[src/rtl/seq_serializer.sv]
// Parallel-to-serial source for the sequence detector: accepts 1..WIDTH-bit words over
// valid/ready and streams them MSB-first, with one pending slot so back-to-back words leave no gap.
module seq_serializer #(
  parameter int WIDTH = 16,
  parameter int LEN_W = 5
) (
  input  logic             clock,
  input  logic             reset,
  input  logic [WIDTH-1:0] data_in,
  input  logic [LEN_W-1:0] len_in,
  input  logic             load_valid,
  output logic             load_ready,
  input  logic             shift_en,
  output logic             sequence_out,
  output logic             bit_valid,
  output logic             busy,
  output logic             done
);

  localparam logic [0:0]       ST_IDLE  = 1'b0;
  localparam logic [0:0]       ST_SHIFT = 1'b1;
  localparam logic [LEN_W-1:0] LEN_MAX  = LEN_W'(WIDTH);
  localparam logic [LEN_W-1:0] LEN_ONE  = LEN_W'(1'b1);
  localparam logic [LEN_W-1:0] LEN_ZERO = {LEN_W{1'b0}};

  // Lengths of zero or beyond WIDTH mean a full-width word.
  function automatic logic [LEN_W-1:0] clamp_len(input logic [LEN_W-1:0] l);
    logic [LEN_W-1:0] r;
    if ((l == LEN_ZERO) || (l > LEN_MAX)) begin
      r = LEN_MAX;
    end else begin
      r = l;
    end
    return r;
  endfunction

  // Left-justify so bit len-1 sits at the MSB; unused upper bits fall off the top.
  function automatic logic [WIDTH-1:0] align_word(input logic [WIDTH-1:0] d,
                                                  input logic [LEN_W-1:0] l);
    return d << (LEN_MAX - l);
  endfunction

  logic [0:0]       state_r,     state_s;
  logic [WIDTH-1:0] shreg_r,     shreg_s;
  logic [LEN_W-1:0] cnt_r,       cnt_s;
  logic [WIDTH-1:0] pend_word_r, pend_word_s;
  logic [LEN_W-1:0] pend_len_r,  pend_len_s;
  logic             pend_full_r, pend_full_s;
  logic             seq_out_r,   bit_valid_r, busy_r, done_r;

  logic             accept_s, consume_s, last_s;
  logic [LEN_W-1:0] in_len_s;
  logic [WIDTH-1:0] in_word_s;

  assign load_ready   = !reset && !pend_full_r;
  assign sequence_out = seq_out_r;
  assign bit_valid    = bit_valid_r;
  assign busy         = busy_r;
  assign done         = done_r;

  // Next-state logic for the shift register, bit counter and pending slot.
  always_comb begin
    accept_s    = load_valid && load_ready;
    in_len_s    = clamp_len(len_in);
    in_word_s   = align_word(data_in, in_len_s);
    consume_s   = (state_r == ST_SHIFT) && shift_en;
    last_s      = consume_s && (cnt_r <= LEN_ONE);
    state_s     = state_r;
    shreg_s     = shreg_r;
    cnt_s       = cnt_r;
    pend_word_s = pend_word_r;
    pend_len_s  = pend_len_r;
    pend_full_s = pend_full_r;

    case (state_r)
      ST_IDLE: begin
        if (accept_s) begin
          state_s = ST_SHIFT;
          shreg_s = in_word_s;
          cnt_s   = in_len_s;
        end else begin
          state_s = ST_IDLE;
        end
      end
      ST_SHIFT: begin
        if (last_s) begin
          // Word boundary: refill from the pending slot first, else take a word offered now.
          if (pend_full_r) begin
            shreg_s     = pend_word_r;
            cnt_s       = pend_len_r;
            pend_full_s = 1'b0;
          end else if (accept_s) begin
            shreg_s = in_word_s;
            cnt_s   = in_len_s;
          end else begin
            state_s = ST_IDLE;
            shreg_s = {WIDTH{1'b0}};
            cnt_s   = LEN_ZERO;
          end
        end else begin
          if (consume_s) begin
            shreg_s = shreg_r << 1;
            cnt_s   = cnt_r - LEN_ONE;
          end else begin
            shreg_s = shreg_r;
            cnt_s   = cnt_r;
          end
          if (accept_s) begin
            pend_word_s = in_word_s;
            pend_len_s  = in_len_s;
            pend_full_s = 1'b1;
          end else begin
            pend_full_s = pend_full_r;
          end
        end
      end
      default: begin
        state_s     = ST_IDLE;
        shreg_s     = {WIDTH{1'b0}};
        cnt_s       = LEN_ZERO;
        pend_full_s = 1'b0;
      end
    endcase
  end

  // State and output registers with synchronous reset.
  always_ff @(posedge clock) begin
    if (reset) begin
      state_r     <= ST_IDLE;
      shreg_r     <= {WIDTH{1'b0}};
      cnt_r       <= LEN_ZERO;
      pend_word_r <= {WIDTH{1'b0}};
      pend_len_r  <= LEN_ZERO;
      pend_full_r <= 1'b0;
      seq_out_r   <= 1'b0;
      bit_valid_r <= 1'b0;
      busy_r      <= 1'b0;
      done_r      <= 1'b0;
    end else begin
      state_r     <= state_s;
      shreg_r     <= shreg_s;
      cnt_r       <= cnt_s;
      pend_word_r <= pend_word_s;
      pend_len_r  <= pend_len_s;
      pend_full_r <= pend_full_s;
      seq_out_r   <= (state_s == ST_SHIFT) ? shreg_s[WIDTH-1] : 1'b0;
      bit_valid_r <= (state_s == ST_SHIFT);
      busy_r      <= (state_s == ST_SHIFT) || pend_full_s;
      done_r      <= last_s;
    end
  end

endmodule

[config.mk]
export PLATFORM = sky130hd
export DESIGN_NAME = seq_serializer
export DESIGN_NICKNAME = d
export VERILOG_FILES = /design/src/rtl/seq_serializer.sv
export SDC_FILE = /design/constraint.sdc
export NUM_CORES = 1
export LEC_CHECK = 0
export CORE_UTILIZATION = 45
export CTS_BUF_LIST = sky130_fd_sc_hd__clkbuf_4 sky130_fd_sc_hd__clkbuf_8 sky130_fd_sc_hd__clkbuf_16
export CTS_CLUSTER_DIAMETER = 40
export DETAILED_ROUTE_END_ITERATION = 7
export PLACE_DENSITY = 0.7
export SYNTH_ARGS = -nofsm -noshare
export SYNTH_HDL_FRONTEND = slang
export SYNTH_SLANG_ARGS = --single-unit
[constraint.sdc]
create_clock -name clock -period 5.6 [get_ports clock]
set_input_delay 1.68 -clock clock [delete_from_list [all_inputs] [get_ports clock]]
set_output_delay 1.68 -clock clock [all_outputs]
set_load 0.05 [all_outputs]
== Word-level counts from Yosys, hierarchy flattened ==
Index checks and enable logic that the tools add are counted.

* Add/sub/neg operators: 2
* Magnitude comparators: 2
* Equality and inequality tests: 2
* Shift-type cells: 1
* Muxes and demuxes: 20
* Bitwise logic cells: 3
* Reductions and logical operators: 12

{| class="wikitable"
|+ Operators with widths
! kind !! number
|-
| two-way mux 16 bit || 5
|-
| one-hot mux 16 bit (2 select lines) || 1
|-
| two-way mux 5 bit || 6
|-
| left shift 16 x 5 -> 16 bit || 1
|-
| one-hot mux 5 bit (2 select lines) || 1
|-
| two-way mux 1 bit || 6
|-
| > comparator 5 bit, second input constant || 1
|-
| <= comparator 5 x 1 -> 1 bit, second input constant || 1
|-
| logical NOT 5 bit || 1
|-
| subtractor 5 x 1 -> 5 bit, second input constant || 1
|-
| subtractor 5 bit, first input constant || 1
|-
| logical AND 1 bit || 4
|-
| inequality test 3 x 1 -> 1 bit, second input constant || 1
|-
| inverter 1 bit || 3
|-
| AND reduction 3 bit || 1
|-
| logical NOT 1 bit || 2
|-
| logical OR 1 bit || 2
|-
| inequality test 2 bit, second input constant || 1
|-
| one-hot mux 1 bit (2 select lines) || 1
|-
| AND reduction 2 bit || 1
|-
| OR reduction 2 bit || 1
|}

* Register bits after elaboration: 47
* Input port bits: 25
* Output and inout port bits: 5
* Word-level logic and storage cells: 52

== Depth between registers and ports, before layout ==
Gate-level depths: netlist of run 1.

* Word-level depth: 9
* Mapped depth: 16
* Gate-level depth less buffers: 12

== Least setup slack after synthesis of run 1 ==
Ideal clock, no wire load.

* Path kind: input port to flip-flop
* Start point: input port len_in[2]
* End point: register pend_word_r[15]
* Library setup time: 0.122 ns
* Arrival time: 4.736 ns
* Data required time: 5.478 ns
* Slack: 0.742 ns
* Cell stages on the path: 15
* Path buffers: 4
* Path through: buf_2 > nor4_1 > inv_1 > ha_1 > and2b_1 > buf_6 > inv_6 > ha_1 > buf_2 > buf_2 > mux2i_1 > nand2_1 > mux2_2 > o211a_1 > a221o_1

* Word-level cells in the longest chain between the ends: 5
* Elaborated cells between the ends (all ways): 6
* Classes of those cells: add/sub (1); order compare (1); shift (1); mux (1); reduce/logical (2)

{| class="wikitable"
|+ Ends and longest elaborated chain
! what !! RTL line !! source
|-
| start, declared || 10 || <nowiki>input logic [LEN_W-1:0] len_in,</nowiki>
|-
| > comparator 5 bit or logical NOT 5 bit (tied branches) || 29 || <nowiki>if ((l == LEN_ZERO) || (l > LEN_MAX)) begin</nowiki>
|-
| logical OR 1 bit || 29 ||
|-
| two-way mux 5 bit * || 29 ||
|-
| subtractor 5 bit * || 40 || <nowiki>return d << (LEN_MAX - l);</nowiki>
|-
| left shift 16 x 5 -> 16 bit * || 40 ||
|-
| end signal, assigned || 132 || <nowiki>pend_word_r <= {WIDTH{1'b0}};</nowiki>
|-
| end signal, assigned || 143 || <nowiki>pend_word_r <= pend_word_s;</nowiki>
|-
| end, declared || 46 || <nowiki>logic [WIDTH-1:0] pend_word_r, pend_word_s;</nowiki>
|}

Mark *: on every way between the ends. The rest lies on a longest branch, timed or not.
A chain may end at the register's enable or synchronous reset.

== Worst setup path after layout of run 1 ==
* Start point: input port len_in[3]
* End point: register shreg_r[12]

* Word-level cells in the longest chain between the ends: 9
* Elaborated cells between the ends (all ways): 11
* Classes of those cells: add/sub (1); order compare (1); shift (1); mux (6); reduce/logical (2)

{| class="wikitable"
|+ Ends and longest elaborated chain
! what !! RTL line !! source
|-
| > comparator 5 bit or logical NOT 5 bit (tied branches) || 29 ||
|-
| logical OR 1 bit || 29 ||
|-
| two-way mux 5 bit * || 29 ||
|-
| subtractor 5 bit * || 40 ||
|-
| left shift 16 x 5 -> 16 bit * || 40 ||
|-
| two-way mux 16 bit || 92 || <nowiki>end else if (accept_s) begin</nowiki>
|-
| two-way mux 16 bit || 88 || <nowiki>if (pend_full_r) begin</nowiki>
|-
| two-way mux 16 bit || 86 || <nowiki>if (last_s) begin</nowiki>
|-
| one-hot mux 16 bit (2 select lines) * || 75 || <nowiki>case (state_r)</nowiki>
|-
| end signal, assigned || 130 || <nowiki>shreg_r <= {WIDTH{1'b0}};</nowiki>
|-
| end signal, assigned || 141 || <nowiki>shreg_r <= shreg_s;</nowiki>
|-
| end, declared || 44 || <nowiki>logic [WIDTH-1:0] shreg_r, shreg_s;</nowiki>
|}

Mark *: on every way between the ends. The rest lies on a longest branch, timed or not. The select of a mux whose other input is x is not followed.

==> results.json, run 1 <==
{
  "synth_nets": 416,
  "yosys.area.top_type": "dfxtp_1",
  "async_reset_ff_share_pct": 0,
  "p_leak_nw": 1.354,
  "drc_errors": 0,
  "cp_slowest_cell": "ha_1",
  "diodes": 0,
  "cts_hold_buf": 0,
  "peakVddDrop_mv": 0.09217,
  "yosys.area_share.simple_pct": 22.05,
  "grt_pass1_vias": 2883,
  "ctsResizeCount": 0,
  "hp-start": "pend_word_r[0]",
  "rr_endpoint": "shreg_r[12]",
  "start_kind": "input port",
  "synth.top_cells.by_count": "dfxtp_1, nand2_1, a21oi_1, nor2_1",
  "rsz0062_at_grt": "false",
  "cts_sinks": 47,
  "synth_warnings": 0,
  "cts_buffers": 5,
  "cp_slowest_stage_delay_ns": 0.54,
  "syn_to_final_growth_pct": 15.98,
  "syn_avg_cell_area_um2": 8.196,
  "num_rows": 30,
  "finalCriticalPeriod_ns": 5.073,
  "crit_required_ns": 5.81,
  "clockBufferDepth": 2,
  "synthAdderAreaFrac_pct": 1.578,
  "grt_first_pass_wirelength_um": 14810,
  "wl_per_cell_um": 18.08,
  "crit_arrival_ns": 5.28,
  "cts_tree": "done",
  "ff2ff_setup_slack_ns": 2.77,
  "grt_util_all_layers_pct": 25.66,
  "hold_viol_final": 0,
  "skew_ns": 0.008964,
  "fin_nets": 439,
  "htree_levels": 2,
  "path_common_cell": "ha_1",
  "synth_top_area_share_pct": 29.66,
  "core_mm2": 0.006794,
  "seq_area_um2": 940.9,
  "vias_per_cell": 6.426,
  "port_buffers": 29,
  "yosys-top-cells-area": "dfxtp_1, mux4_2, a21oi_1, nand2_1, nor2_1",
  "synth_xor_area_share_pct": 2.249,
  "fin_crit_sh_pct": 90.58,
  "min_path_type": "register to register",
  "path_class": "input port to register",
  "max_cap_viol_count": 0,
  "synth_compound_area_share_pct": 27.97,
  "start_util_pct": 46.69,
  "cts_setup_buffers": 0,
  "gp_congestion": 0.9779,
  "synth_area_mm2": 0.003172,
  "dieWidth_um": 85.96,
  "detail-route-antenna-nets": 0,
  "die_h_um": 85.96,
  "ys_types": 68,
  "drtPass1Iterations": 5,
  "ios": 30,
  "clkSlewWorstSetupHoldPaths_ns": 0.10,
  "final_layout_size_suffix_gt1_share_pct": 11.19,
  "seq_area_frac_synth_pct": 29.66,
  "tns_ns": 0,
  "ys.flop_type": "dfxtp_1",
  "multi_input_area_mm2": 0.002068,
  "grt_overflow": 0,
  "fillerInstances": 651,
  "r2r_start": "pend_full_r",
  "antenna_found_initial": 0,
  "num_vias": 3258,
  "worstSetupEndpointType": "register",
  "cts-root-buf": "clkbuf_8",
  "wirelength_um": 9168,
  "r2r_cells": 6,
  "final_core_util_pct": 54.14,
  "worstMarginPinSlew_ns": 1.343,
  "path_cells": "clkdlybuf4s50_1 > nor4_1 > inv_1 > ha_1 > and2b_1 > inv_6 > ha_1 > buf_4 > mux4_2 > mux2_4 > and2_4 > nor3_2 > nor2_1",
  "min_path_cells": 2,
  "critPathBufInv": 4,
  "synth_mux_area_share_pct": 11.36,
  "fp.dieArea_mm2": 0.007388,
  "fmax_mhz": 197.1,
  "cp_max_fo": 11,
  "power_density_mw_per_mm2": 254.1,
  "hold_path_end": "pend_word_r[0]",
  "status": "finished clean",
  "grt_max_degree": 38,
  "clk_latency_ns": 0.31,
  "cp_top_family": "simple AND/OR/NAND/NOR gates",
  "ys_ff_latch": 47,
  "setup_violations": 0,
  "synth_edf_count": 0,
  "synth_top_family_by_area": "compound AO/OA/AOI/OAI gates",
  "post-dp-hpwl_um": 6513,
  "slew_headroom_pct": 10.26,
  "slew_viol_final": 0,
  "synth_cells": 387,
  "drt_iter0_markers": 420
}
## through the flow
step                area [um2]  cells  setup WS, ns  hold slack [ns]  total power, mW
floorplan                 3172    387        0.7419           0.4224           0.5903
global placement          3566    499        0.3188           0.4394           0.6744
detailed placement        3566    499        0.2230           0.4447           0.6773
CTS                       3679    507        0.5367           0.4573           0.9313
global route              3679    507        0.2764           0.4738           0.9780
finish                    3679    507        0.5274           0.4561           0.9349
## how the worst max path moves through the flow
stage | startpoint | endpoint | slack [ns] | depth (start not counted)
after floorplan | len_in[2] | pend_word_r[15] | 0.74 | 15
after global placement | len_in[3] | shreg_r[12] | 0.32 | 13
after detailed placement | len_in[3] | shreg_r[12] | 0.22 | 13
after CTS | len_in[3] | shreg_r[12] | 0.54 | 13
after global routing | len_in[3] | shreg_r[13] | 0.28 | 13
final | len_in[3] | shreg_r[12] | 0.53 | 13
## metal layers
layer / share of wire (%) / global-route usage, % / vias up
met3: 8.9 / 5.390 / 19
met4: 2.0 / 7.879 / 0
met2: 45 / 39.54 / 194
li1: - / - / 1500
met5: 0 / 0 / -
met1: 44 / 35.99 / 1545
## area by class of cell
cell class / instances / area share [%]
Multi-Input combinational cell: 304 / 56.22
Sequential cell: 47 / 25.58
Timing Repair Buffer: 41 / 10.61
Tap cell: 96 / 3.265
Clock buffer: 5 / 1.871
Inverter: 11 / 1.259
Clock inverter: 3 / 1.190
## placed cells by master, fill, tap and decap left out, drive strengths merged, types with 11 or more instances in the layout
master,netlist,layout
dfxtp,47,47
buf,10,13
o21ai,18,18
nand2,47,47
nor2,31,31
clkdlybuf4s50,0,28
inv,11,11
a21oi,43,43
nor3,17,17
## worst min-delay path: cells and delay by family (launching register included)
kind / cells / cell delay, ns
AO/OA/AOI/OAI: 1 / 0.05
flip-flops: 1 / 0.32
AND/OR/NAND/NOR: 1 / 0.05
## logic make-up (layout without fill, tap and decap cells)
family          count (synthesis)  after routing
mux                            22             22
simple gates                  143            143
xor+xnor                        6              6
buf+inv                        36             60
flops                          47             47
compound gates                129            129
fa+ha+maj                       4              4
## flip-flops by register name, indices dropped and copies added, names as in the netlist
name,count
cnt_r,5
done,1
pend_len_r,5
busy,1
bit_valid,1
sequence_out,1
shreg_r,16
pend_full_r,1
pend_word_r,16
## where the power goes
group,switching (mW),total (mW),leakage (nW),internal [mW]
sequential,0.0159,0.369,0.383,0.354
combinational,0.175,0.308,0.913,0.132
clock,0.125,0.258,0.0581,0.133
No activity file was read; power rests on OpenSTA's default activity.
==> run 2, diff against run 1 <==
--- a/config.mk
+++ b/config.mk
@@ -5,6 +5,7 @@
 export SDC_FILE = /design/constraint.sdc
 export NUM_CORES = 1
 export LEC_CHECK = 0
+export CORE_ASPECT_RATIO = 0.9
 export CORE_UTILIZATION = 45
 export CTS_BUF_LIST = sky130_fd_sc_hd__clkbuf_4 sky130_fd_sc_hd__clkbuf_8 sky130_fd_sc_hd__clkbuf_16
 export CTS_CLUSTER_DIAMETER = 40
==> run 2 against run 1 <==
Die area barely moved. Clock power grew 3%. Via count decreased by 3.5%. Maximum frequency rose by 2.5%. Clock skew up 0.0013 ns. Sequential cell count stayed put. Count of clock-buffer cells in the layout rose by 1. Non-clock buffer count up 2. Worst hold slack is essentially flat. Final cell count is 0.79% lower. First-iteration DRC count down 50%. Highest routed layer unchanged.
==> results.json, run 2 (synthesis results as in run 1) <==
{
  "status": "finished clean",
  "fmax_mhz": 202.0,
  "setup_violations": 0,
  "cts-root-buf": "clkbuf_8",
  "fp.dieArea_mm2": 0.007388,
  "rsz0062_at_grt": "false",
  "cts_tree": "done",
  "r2r_cells": 5,
  "detail-route-antenna-nets": 0,
  "cp_max_fo": 9,
  "grt_max_degree": 38,
  "num_rows": 28,
  "cts_sinks": 47,
  "finalCriticalPeriod_ns": 4.951,
  "htree_levels": 2,
  "drt_iter0_markers": 211,
  "fin_nets": 441,
  "start_kind": "input port",
  "cts_setup_buffers": 0,
  "ff2ff_setup_slack_ns": 2.80,
  "min_path_cells": 2,
  "wl_per_cell_um": 17.82,
  "gp_congestion": 0.8903,
  "num_vias": 3145,
  "worstMarginPinSlew_ns": 0.7111,
  "cts_hold_buf": 0,
  "clkSlewWorstSetupHoldPaths_ns": 0.08,
  "placed_area_mm2": 0.003573,
  "skew_ns": 0.01025,
  "grt_util_all_layers_pct": 26.26,
  "power_density_mw_per_mm2": 255.7,
  "layout_common_cells": "nand2_1, dfxtp_1, a21oi_1",
  "post-dp-hpwl_um": 6533,
  "fin_crit_sh_pct": 88.40,
  "core_mm2": 0.006691,
  "hold_viol_final": 0,
  "p_leak_nw": 1.367,
  "vias_per_cell": 6.252,
  "drtPass1Iterations": 5,
  "clockBufferDepth": 2,
  "start_util_pct": 47.40,
  "worstSetupEndpointType": "register",
  "ios": 30,
  "crit_required_ns": 5.79,
  "tns_ns": 0,
  "slew_headroom_pct": 52.23,
  "ctsResizeCount": 0,
  "path_class": "input port to register",
  "cts_buffers": 5,
  "drc_errors": 0,
  "fillerInstances": 633,
  "slew_viol_final": 0,
  "wirelength_um": 8963,
  "grt_first_pass_wirelength_um": 15280,
  "grt_overflow": 0,
  "clk_latency_ns": 0.31,
  "dieWidth_um": 90.50,
  "die_h_um": 81.65,
  "peakVddDrop_mv": 0.1139,
  "min_path_type": "register to register",
  "max_cap_viol_count": 0,
  "crit_arrival_ns": 5.14,
  "largestRegisters": "pend_word_r (16), shreg_r (16)",
  "antenna_found_initial": 0,
  "final_layout_size_suffix_gt1_share_pct": 11.62,
  "grt_pass1_vias": 2989,
  "final_core_util_pct": 55.22,
  "diodes": 0,
  "port_buffers": 29,
  "stdcell_area_mm2": 0.003695,
  "syn_to_final_growth_pct": 16.49
}
[run 2: through the flow]
stage	hold WS (ns)	instances	worst slack [ns]	total power, mW
2_1_floorplan	0.4224	387	0.7419	0.5903
6_report	0.4565	503	0.6494	0.9448
5_1_grt	0.4574	503	0.3437	1.000
3_5_place_dp	0.4388	495	0.3355	0.6813
4_1_cts	0.4502	503	0.6550	0.9466
3_3_place_gp	0.4348	495	0.3855	0.6777
[run 2: area by class of cell]
type / instances / area, um2 / share of cell area (%)
inverters: 11 / 46.29 / 1.253
flip-flops and latches: 47 / 940.9 / 25.47
clock inverters: 2 / 38.79 / 1.050
clock buffers: 6 / 82.58 / 2.235
well taps: 90 / 112.6 / 3.048
repair buffers: 43 / 405.4 / 10.97
multi-input cells: 304 / 2068 / 55.98
[run 2: power by group]
group          internal, mW  switching, mW  leakage [nW]
sequential            0.354         0.0158         0.383
clock                 0.147          0.119        0.0618
combinational         0.134          0.175         0.923
total                 0.635          0.310          1.37
[run 2: critical path, cell delays in order]
cell,delay [ns]
clkdlybuf4s50_1,0.51
nor4_1,0.38
inv_1,0.08
ha_1,0.36
and2b_1,0.31
inv_6,0.07
ha_1,0.39
buf_4,0.22
a311o_1,0.27
a211oi_1,0.26
nor4_2,0.15
and3_1,0.18
a221o_1,0.26
[run 2: final timing paths]
| check | end | start |
|---|---|---|
| max | pend_word_r[15] | len_in[1] |
| min | pend_word_r[12] | pend_word_r[12] |
| max reg2reg | pend_word_r[15] | bit_valid |
| min reg2reg | pend_word_r[12] | pend_word_r[12] |
[run 2: layer usage]
| layer | track usage (%) | part of all wire (%) | vias to the layer above |
|---|---|---|---|
| li1 | - | - | 1505 |
| met1 | 36.22 | 46 | 1500 |
| met2 | 42.12 | 46 | 126 |
| met3 | 4.444 | 6.5 | 14 |
| met4 | 8.387 | 1.8 | 0 |
| met5 | 0 | 0 | - |
==> run 3, diff against run 2 <==
--- a/config.mk
+++ b/config.mk
@@ -9,7 +9,9 @@
 export CORE_UTILIZATION = 45
 export CTS_BUF_LIST = sky130_fd_sc_hd__clkbuf_4 sky130_fd_sc_hd__clkbuf_8 sky130_fd_sc_hd__clkbuf_16
 export CTS_CLUSTER_DIAMETER = 40
+export CTS_CLUSTER_SIZE = 20
 export DETAILED_ROUTE_END_ITERATION = 7
+export GPL_ROUTABILITY_DRIVEN = 0
 export PLACE_DENSITY = 0.7
 export SYNTH_ARGS = -nofsm -noshare
 export SYNTH_HDL_FRONTEND = slang
==> run 3 against run 2 <==
Final cell count shrank 0.20%. Worst hold slack lost 0.0063 ns. Largest power group unchanged. Highest routed layer unchanged. Sequential power is essentially flat.
==> results.json, run 3 (synthesis results as in run 1) <==
{
  "fp.dieArea_mm2": 0.007388,
  "setup_violations": 0,
  "placed_area_mm2": 0.003566,
  "cp_max_fo": 14,
  "path_cells": "clkdlybuf4s50_1 > nor4_1 > inv_1 > ha_1 > and2b_1 > inv_6 > ha_1 > buf_4 > a311o_1 > a211oi_1 > nor4_2 > a222oi_1 > nor4_1",
  "peakVddDrop_mv": 0.1349,
  "clk_latency_ns": 0.31,
  "dieWidth_um": 90.50,
  "multi_input_area_mm2": 0.002068,
  "ios": 30,
  "start_util_pct": 47.40,
  "seq_area_um2": 940.9,
  "cts_hold_buf": 0,
  "num_rows": 28,
  "cts-root-buf": "clkbuf_8",
  "cts_setup_buffers": 0,
  "max_cap_viol_count": 0,
  "drt_iter0_markers": 244,
  "stdcell_area_mm2": 0.003687,
  "largestRegisters": "pend_word_r (16), shreg_r (16)",
  "crit_arrival_ns": 5.27,
  "rsz0062_at_grt": "false",
  "port_buffers": 29,
  "final_layout_size_suffix_gt1_share_pct": 11.41,
  "core_mm2": 0.006691,
  "clkSlewWorstSetupHoldPaths_ns": 0.09,
  "fillerInstances": 636,
  "fin_crit_sh_pct": 90.08,
  "post-dp-hpwl_um": 6461,
  "htree_levels": 2,
  "syn_to_final_growth_pct": 16.25,
  "p_leak_nw": 1.362,
  "tns_ns": 0,
  "detail-route-antenna-nets": 0,
  "grt_first_pass_wirelength_um": 14670,
  "worstMarginPinSlew_ns": 0.7231,
  "fmax_mhz": 198.2,
  "power_density_mw_per_mm2": 257.4,
  "status": "finished clean",
  "die_h_um": 81.65,
  "cts_sinks": 47,
  "cp_slowest_stage_delay_ns": 0.52,
  "cp_slowest_cell": "clkdlybuf4s50_1",
  "grt_pass1_vias": 2877,
  "grt_max_degree": 38,
  "cp_top_family": "simple AND/OR/NAND/NOR gates",
  "diodes": 0,
  "slew_viol_final": 0,
  "ctsResizeCount": 0,
  "drc_errors": 0,
  "wl_per_cell_um": 17.89,
  "finalCriticalPeriod_ns": 5.044,
  "min_path_type": "register to register",
  "path_class": "input port to register",
  "worstSetupEndpointType": "register",
  "hold_viol_final": 0,
  "slew_headroom_pct": 51.62,
  "cts_buffers": 5,
  "skew_ns": 0.01184,
  "fin_nets": 440,
  "critPathBufInv": 4,
  "vias_per_cell": 6.287,
  "drtPass1Iterations": 5,
  "wirelength_um": 8980,
  "grt_util_all_layers_pct": 25.21,
  "start_kind": "input port",
  "cts_tree": "done",
  "grt_overflow": 0,
  "clockBufferDepth": 2,
  "crit_required_ns": 5.82,
  "layout_common_cells": "nand2_1, dfxtp_1, a21oi_1",
  "num_vias": 3156,
  "antenna_found_initial": 0
}
-- run 3: changes by cell type in the layout (fill, tap and decap cells not counted), sizes merged --
cell  before  now
buf       15   14
-- run 3: final cells by class --
class	instances	area share [%]
Tap cell	90	3.054
Inverter	11	1.256
Sequential cell	47	25.52
Multi-Input combinational cell	304	56.09
Clock inverter	2	1.052
Clock buffer	6	2.240
Timing Repair Buffer	42	10.79
-- run 3: tightest hold or removal path, delay by kind of cell (launching register included) --
kind | cells | cell delay (ns)
simple gates | 2 | 0.10
flops | 1 | 0.32
-- run 3: stage by stage --
stage | worst slack (ns) | utilization, % | total power [mW] | cells | hold WS [ns]
floorplan | 0.7419 | - | 0.5903 | 387 | 0.4224
global placement | 0.3574 | 53.29 | 0.6757 | 494 | 0.4328
detailed placement | 0.2518 | 53.29 | 0.6783 | 494 | 0.4434
CTS | 0.5723 | 55.10 | 0.9472 | 502 | 0.4568
global route | 0.2597 | 55.10 | 0.9948 | 502 | 0.4805
finish | 0.5557 | 55.10 | 0.9492 | 502 | 0.4502
-- run 3: worst paths after layout --
kind | start | slack, ns | end | cells after the start
max | len_in[1] | 0.56 | shreg_r[7] | 13
max reg2reg | bit_valid | 2.75 | pend_word_r[15] | 5
min reg2reg | pend_word_r[12] | 0.45 | pend_word_r[12] | 2
min | pend_word_r[12] | 0.45 | pend_word_r[12] | 2
-- run 3: routing by layer --
layer | global-route usage, % | part of all wire (%) | vias up
met2 | 40.98 | 45 | 130
met1 | 33.94 | 46 | 1505
met4 | 10.48 | 2.1 | 0
met3 | 3.519 | 6.8 | 18
li1 | - | - | 1503
met5 | 0 | 0 | -
-- run 3: where the power goes --
group          internal, mW  total [mW]  leakage [nW]  switching [mW]
Combinational         0.133       0.307         0.918           0.174
Clock                 0.147       0.273        0.0618           0.126
Sequential            0.354       0.370         0.383          0.0160
Total                 0.633       0.949          1.36           0.316
